`src/rtl/uart_tx_scheduler.sv`:
```
// Round-robin two-requester scheduler feeding 2-byte frames (code, value) to a UART transmitter.
// Latency: req in IDLE at t -> tx_has_data at t+1; final tx_done rise at w -> ack at w+1, IDLE at w+2.
// Backpressure: req is a held level; the loser waits in IDLE; tx_has_data held until tx_busy or timeout.
//
// Ports:
//   clock, reset                 rising-edge clock, synchronous active-high reset
//   req_x, code_x, value_x       requester x (a/b) frame request and payload, sampled at grant
//   ack_x                        1-cycle pulse when requester x's frame completes
//   err                          1-cycle pulse on timeout abort, owner given by grant
//   busy, grant                  frame in flight; current/last owner (0 = A, 1 = B)
//   tx_has_data, tx_data         byte handshake towards the transmitter
//   tx_busy, tx_done             transmitter status (tx_done high 2 cycles per byte)
module uart_tx_scheduler #(
    parameter int unsigned TIMEOUT_CYCLES = 1023
) (
    input  logic       clock,
    input  logic       reset,
    input  logic       req_a,
    input  logic [7:0] code_a,
    input  logic [7:0] value_a,
    output logic       ack_a,
    input  logic       req_b,
    input  logic [7:0] code_b,
    input  logic [7:0] value_b,
    output logic       ack_b,
    output logic       err,
    output logic       busy,
    output logic       grant,
    output logic       tx_has_data,
    output logic [7:0] tx_data,
    input  logic       tx_busy,
    input  logic       tx_done
);

    localparam logic [15:0] TIMEOUT_LIM = 16'(TIMEOUT_CYCLES);

    typedef enum logic [2:0] {
        S_IDLE, S_REQ0, S_WAIT0, S_REQ1, S_WAIT1, S_ACK, S_ABORT
    } state_t;

    state_t      state_q, state_d;
    logic [7:0]  value_q, value_d;
    logic [7:0]  data_q, data_d;
    logic [15:0] cnt_q, cnt_d;
    logic        last_q, last_d;       // last served requester, 1 = B
    logic        done_q;               // registered tx_done for edge detect
    logic        has_data_q, has_data_d;
    logic        ack_a_q, ack_a_d;
    logic        ack_b_q, ack_b_d;
    logic        err_q, err_d;
    logic        busy_q, busy_d;
    logic        grant_q, grant_d;
    logic        pick_b;
    logic        done_rise;

    assign done_rise = tx_done & ~done_q;
    // Tie goes to whoever was not served last; a lone request simply wins.
    assign pick_b    = (req_a & req_b) ? ~last_q : req_b;

    always_comb begin
        state_d    = state_q;
        value_d    = value_q;
        data_d     = data_q;
        cnt_d      = cnt_q;
        last_d     = last_q;
        has_data_d = has_data_q;
        ack_a_d    = 1'b0;
        ack_b_d    = 1'b0;
        err_d      = 1'b0;
        busy_d     = busy_q;
        grant_d    = grant_q;

        case (state_q)
            S_IDLE: begin
                if (req_a | req_b) begin
                    grant_d    = pick_b;
                    value_d    = pick_b ? value_b : value_a;
                    data_d     = pick_b ? code_b : code_a;
                    busy_d     = 1'b1;
                    has_data_d = 1'b1;
                    cnt_d      = 16'd0;
                    state_d    = S_REQ0;
                end
            end
            S_REQ0, S_REQ1: begin
                if (tx_busy) begin
                    has_data_d = 1'b0;
                    state_d    = (state_q == S_REQ0) ? S_WAIT0 : S_WAIT1;
                end else if (cnt_q == TIMEOUT_LIM) begin
                    has_data_d = 1'b0;
                    err_d      = 1'b1;
                    state_d    = S_ABORT;
                end else begin
                    cnt_d = cnt_q + 16'd1;
                end
            end
            S_WAIT0: begin
                // Only the rising edge advances; the second tx_done cycle is ignored.
                if (done_rise) begin
                    data_d     = value_q;
                    has_data_d = 1'b1;
                    cnt_d      = 16'd0;
                    state_d    = S_REQ1;
                end
            end
            S_WAIT1: begin
                if (done_rise) begin
                    ack_a_d = ~grant_q;
                    ack_b_d = grant_q;
                    state_d = S_ACK;
                end
            end
            S_ACK, S_ABORT: begin
                last_d  = grant_q;
                busy_d  = 1'b0;
                state_d = S_IDLE;
            end
            default: begin
                state_d = S_IDLE;
            end
        endcase
    end

    always_ff @(posedge clock) begin
        if (reset) begin
            state_q    <= S_IDLE;
            value_q    <= 8'd0;
            data_q     <= 8'd0;
            cnt_q      <= 16'd0;
            last_q     <= 1'b1;
            done_q     <= 1'b0;
            has_data_q <= 1'b0;
            ack_a_q    <= 1'b0;
            ack_b_q    <= 1'b0;
            err_q      <= 1'b0;
            busy_q     <= 1'b0;
            grant_q    <= 1'b0;
        end else begin
            state_q    <= state_d;
            value_q    <= value_d;
            data_q     <= data_d;
            cnt_q      <= cnt_d;
            last_q     <= last_d;
            done_q     <= tx_done;
            has_data_q <= has_data_d;
            ack_a_q    <= ack_a_d;
            ack_b_q    <= ack_b_d;
            err_q      <= err_d;
            busy_q     <= busy_d;
            grant_q    <= grant_d;
        end
    end

    assign tx_has_data = has_data_q;
    assign tx_data     = data_q;
    assign ack_a       = ack_a_q;
    assign ack_b       = ack_b_q;
    assign err         = err_q;
    assign busy        = busy_q;
    assign grant       = grant_q;

endmodule

```
`config.mk`:
```
export PLATFORM = sky130hd
export DESIGN_NAME = uart_tx_scheduler
export DESIGN_NICKNAME = d
export VERILOG_FILES = /design/src/rtl/uart_tx_scheduler.sv
export SDC_FILE = /design/constraint.sdc
export NUM_CORES = 1
export LEC_CHECK = 0
export CAP_MARGIN = 25
export CORE_MARGIN = 2
export CORE_UTILIZATION = 25
export CTS_BUF_LIST = sky130_fd_sc_hd__clkbuf_4
export DETAILED_ROUTE_END_ITERATION = 8
export SLEW_MARGIN = 20
export SYNTH_ARGS = -nofsm -noshare
export SYNTH_HDL_FRONTEND = slang
export SYNTH_SLANG_ARGS = --single-unit
```
`constraint.sdc`:
```
create_clock -name clock -period 2.15 [get_ports clock]
set_input_delay 0.43 -clock clock [delete_from_list [all_inputs] [get_ports clock]]
set_output_delay 0.43 -clock clock [all_outputs]
set_load 0.01 [all_outputs]
```
==> flow_metrics.py <==
metrics = {
    "drt": {
        "drc": 0,
        "via_count": 2014,
        "viasPerCell": 4.76,
        "ant_nets": 0,
        "drt_iter0_drc": 184,
        "wl_mm": 5.79,
        "first_pass_iters": 4,
        "route.detailed.wl_per_inst_um": 13.7,
    },
    "grt": {
        "grt_first_pass_wirelength_mm": 9.73,
        "grt_max_degree": 22,
        "grt_pass1_vias": 1957,
        "grt_overflow": 0,
        "antenna_found_initial": 0,
        "grt_usage_pct": 12.3,
    },
    "timing": {
        "fin_setup_tns_ns": 0,
        "fin_hold_ws_ns": 0.499,
        "finalSetupViolCount": 0,
        "skew_ns": 0.0132,
        "fin_crit_sh_pct": 83.2,
        "rsz0062_at_grt": "no",
        "drv_slew": 0,
        "maxSlewHeadroom_pct": 67.5,
        "period_minus_slack_ns": 1.79,
        "fmax_mhz": 559,
        "worst_slew_pin_slew_ns": 0.486,
        "finalHoldViolCount": 0,
    },
    "logic_synthesis": {
        "syn_area_per_cell_um2": 8.68,
        "synth_nets": 291,
        "ys_seq_area_share_pct": 39.4,
        "yosysTopAreaCell": "dfxtp_1",
        "synthTopCellsByArea": "dfxtp_1, mux2i_1, nand2_1, a211oi_1, nor2_1",
        "synthesis.area_um2": 2190,
        "synth_top_cell_area_share_pct": 39.4,
        "synth-async-reset-ratio_pct": 0,
        "synth_most_common_cell": "dfxtp_1",
        "synth_edf_count": 0,
        "synth-main-ff-cell": "dfxtp_1",
        "netlist_instances": 252,
        "synth_cell_types": 53,
        "ys_ff_latch": 43,
        "synth_commonest_cells": "dfxtp_1, nand2_1, nor2_1, mux2i_1, o21ai_0",
        "yosys_warnings": 0,
    },
    "final_layout": {
        "diodes": 0,
        "nets": 353,
        "final_cells": 423,
        "drive_gt1_share_pct": 11.4,
        "area_delta_synth_final_pct": 35.5,
    },
    "floorplan": {
        "core-area_um2": 8590,
        "die_w_um": 97.5,
        "pin_count": 52,
        "initial_core_util_pct": 25.5,
        "die_area_um2": 9510,
        "die_h_um": 97.5,
        "rows": 34,
    },
    "clock_tree": {
        "post_cts_buffers": 0,
        "ctsResizeCount": 0,
        "postCtsHoldBufs": 0,
        "cts_sinks": 43,
        "htree_levels": 2,
        "clkTransAtPathRegs_ns": 0.13,
        "cts_buffers": 5,
        "cts_tree": "done",
        "cts_root_buffer": "clkbuf_4",
        "clock_path_buffers": 2,
        "worstSkewPairLatency_ns": 0.36,
    },
    "placed_design": {
        "dp_hpwl_mm": 4.46,
        "gp_congestion": 0.834,
        "io_buffers": 51,
        "placed_cells": 415,
    },
    "pwr": {
        "peakVddDrop_mv": 0.221,
        "p_leak_uw": 0.00111,
        "p_per_area_nw_per_um2": 588,
    },
    "setup_path": {
        "critPathTopFamily": "buffers and inverters",
        "r2r_start": "state_q[1]$_SDFFE_PP0P_",
        "path_buf_inv": 1,
        "crit_path_end_kind": "output port",
        "crit_chain": "clkdlybuf4s50_1",
        "startpoint_type": "flop",
        "rr_worst_depth": 6,
        "r2r_end": "cnt_q[12]$_SDFFE_PP0P_",
        "crit_required_ns": 1.72,
        "cp.arrival_ns": 1.36,
        "path_class": "flop to output port",
        "reg2reg_slack_ns": 0.38,
        "slowest_stage": "clkdlybuf4s50_1",
        "worst-path-max-fanout": 5,
        "slowest_delay_ns": 0.58,
    },
    "worst_hold_path": {
        "hp-class": "flop to flop",
        "min_to": "tx_data[0]$_SDFFE_PP0P_",
        "worstHoldPathCells": 1,
        "holdCritStartpoint": "tx_data[0]$_SDFFE_PP0P_",
    },
    "job": {
        "drv_cap": 0,
    },
    "run_status": {
        "status": "finished clean",
    },
}
-- logic make-up after synthesis --
logic type	synth area share (%)
simple gates	22.9
mux	7.32
fa+ha+maj	0.572
compound gates	23.1
flops	39.4
buf+inv	4.69
xor+xnor	2.00
-- registers in the layout, summed over array words and instances, names as in the netlist --
name         flops
cnt_q           16
tx_data          8
value_q          8
state_q          3
ack_a            1
ack_b            1
busy             1
done_q           1
err              1
grant            1
last_q           1
tx_has_data      1
-- stage by stage --
| step | util [%] | area, um2 | power [uW] | worst slack [ns] |
|---|---|---|---|---|
| 2_1_floorplan | - | 2190 | 1160 | 0.399 |
| 3_3_place_gp | 33.9 | 2910 | 1370 | 0.0656 |
| 3_5_place_dp | 33.9 | 2910 | 1370 | 0.0307 |
| 4_1_cts | 34.5 | 2960 | 1760 | 0.339 |
| 5_1_grt | 34.5 | 2960 | 1840 | 0.158 |
| 6_report | 34.5 | 2960 | 1740 | 0.361 |
-- placed cells by master (no fill, tap or decap), types with 2 or more instances in the layout --
cell and instances:
nand2b_1 3, a21oi_1 7, o211ai_1 2, mux2i_1 16, dfxtp_1 43, o2bb2ai_1 4, o31ai_1 2, nor3_1 5
a211o_1 2, buf_4 19, and3_1 2, nor4_1 3, or3_1 2, nor2_2 2, nand3_1 13, a211oi_1 12
nand2_1 25, nor2_1 22, and2_1 2, xor2_1 5, clkinv_1 2, a31oi_1 3, o22a_1 2, inv_1 4
a22o_1 8, nand4_1 4, nor2b_1 4, clkbuf_4 5, a21o_1 4, o21ai_0 15, clkdlybuf4s50_1 51
-- how the worst max path moves through the flow --
stage                     startpoint                      end  slack, ns  cells after the start
5_1_grt        cnt_q[0]$_SDFFE_PP0P_   cnt_q[12]$_SDFFE_PP0P_       0.16                      7
3_5_place_dp                   req_b  tx_data[6]$_SDFFE_PP0P_       0.03                      6
6_report          grant$_SDFFE_PP0P_                    grant       0.36                      1
4_1_cts           grant$_SDFFE_PP0P_                    grant       0.34                      1
2_1_floorplan                tx_busy   cnt_q[10]$_SDFFE_PP0P_       0.40                      6
3_3_place_gp                   req_b   cnt_q[10]$_SDFFE_PP0P_       0.07                      6
-- where the power goes --
group	switching (uW)	internal, uW	total (uW)
combinational	206	240	446
sequential	47.4	856	904
clock	273	120	394
-- layer usage --
layer | up-vias | routed length (um) | global-route usage, % | part of all wire [%]
met4 | 0 | 77 | 3.95 | 1.3
met3 | 5 | 207 | 1.73 | 3.6
met1 | 922 | 2870 | 17.6 | 50
met5 | - | 0 | 0 | 0
li1 | 1050 | - | - | -
met2 | 37 | 2630 | 19.2 | 45
-- area by class of cell --
class                   count  area, um2
flip-flops and latches     43        861
fillers                   917       5630
clock inverters             3       15.0
inverters                   4       15.0
repair buffers             71        673
well taps                 108        135
clock buffers               5       37.5
multi-input cells         189       1230
Note: power is estimated with default switching activity, not from simulation.
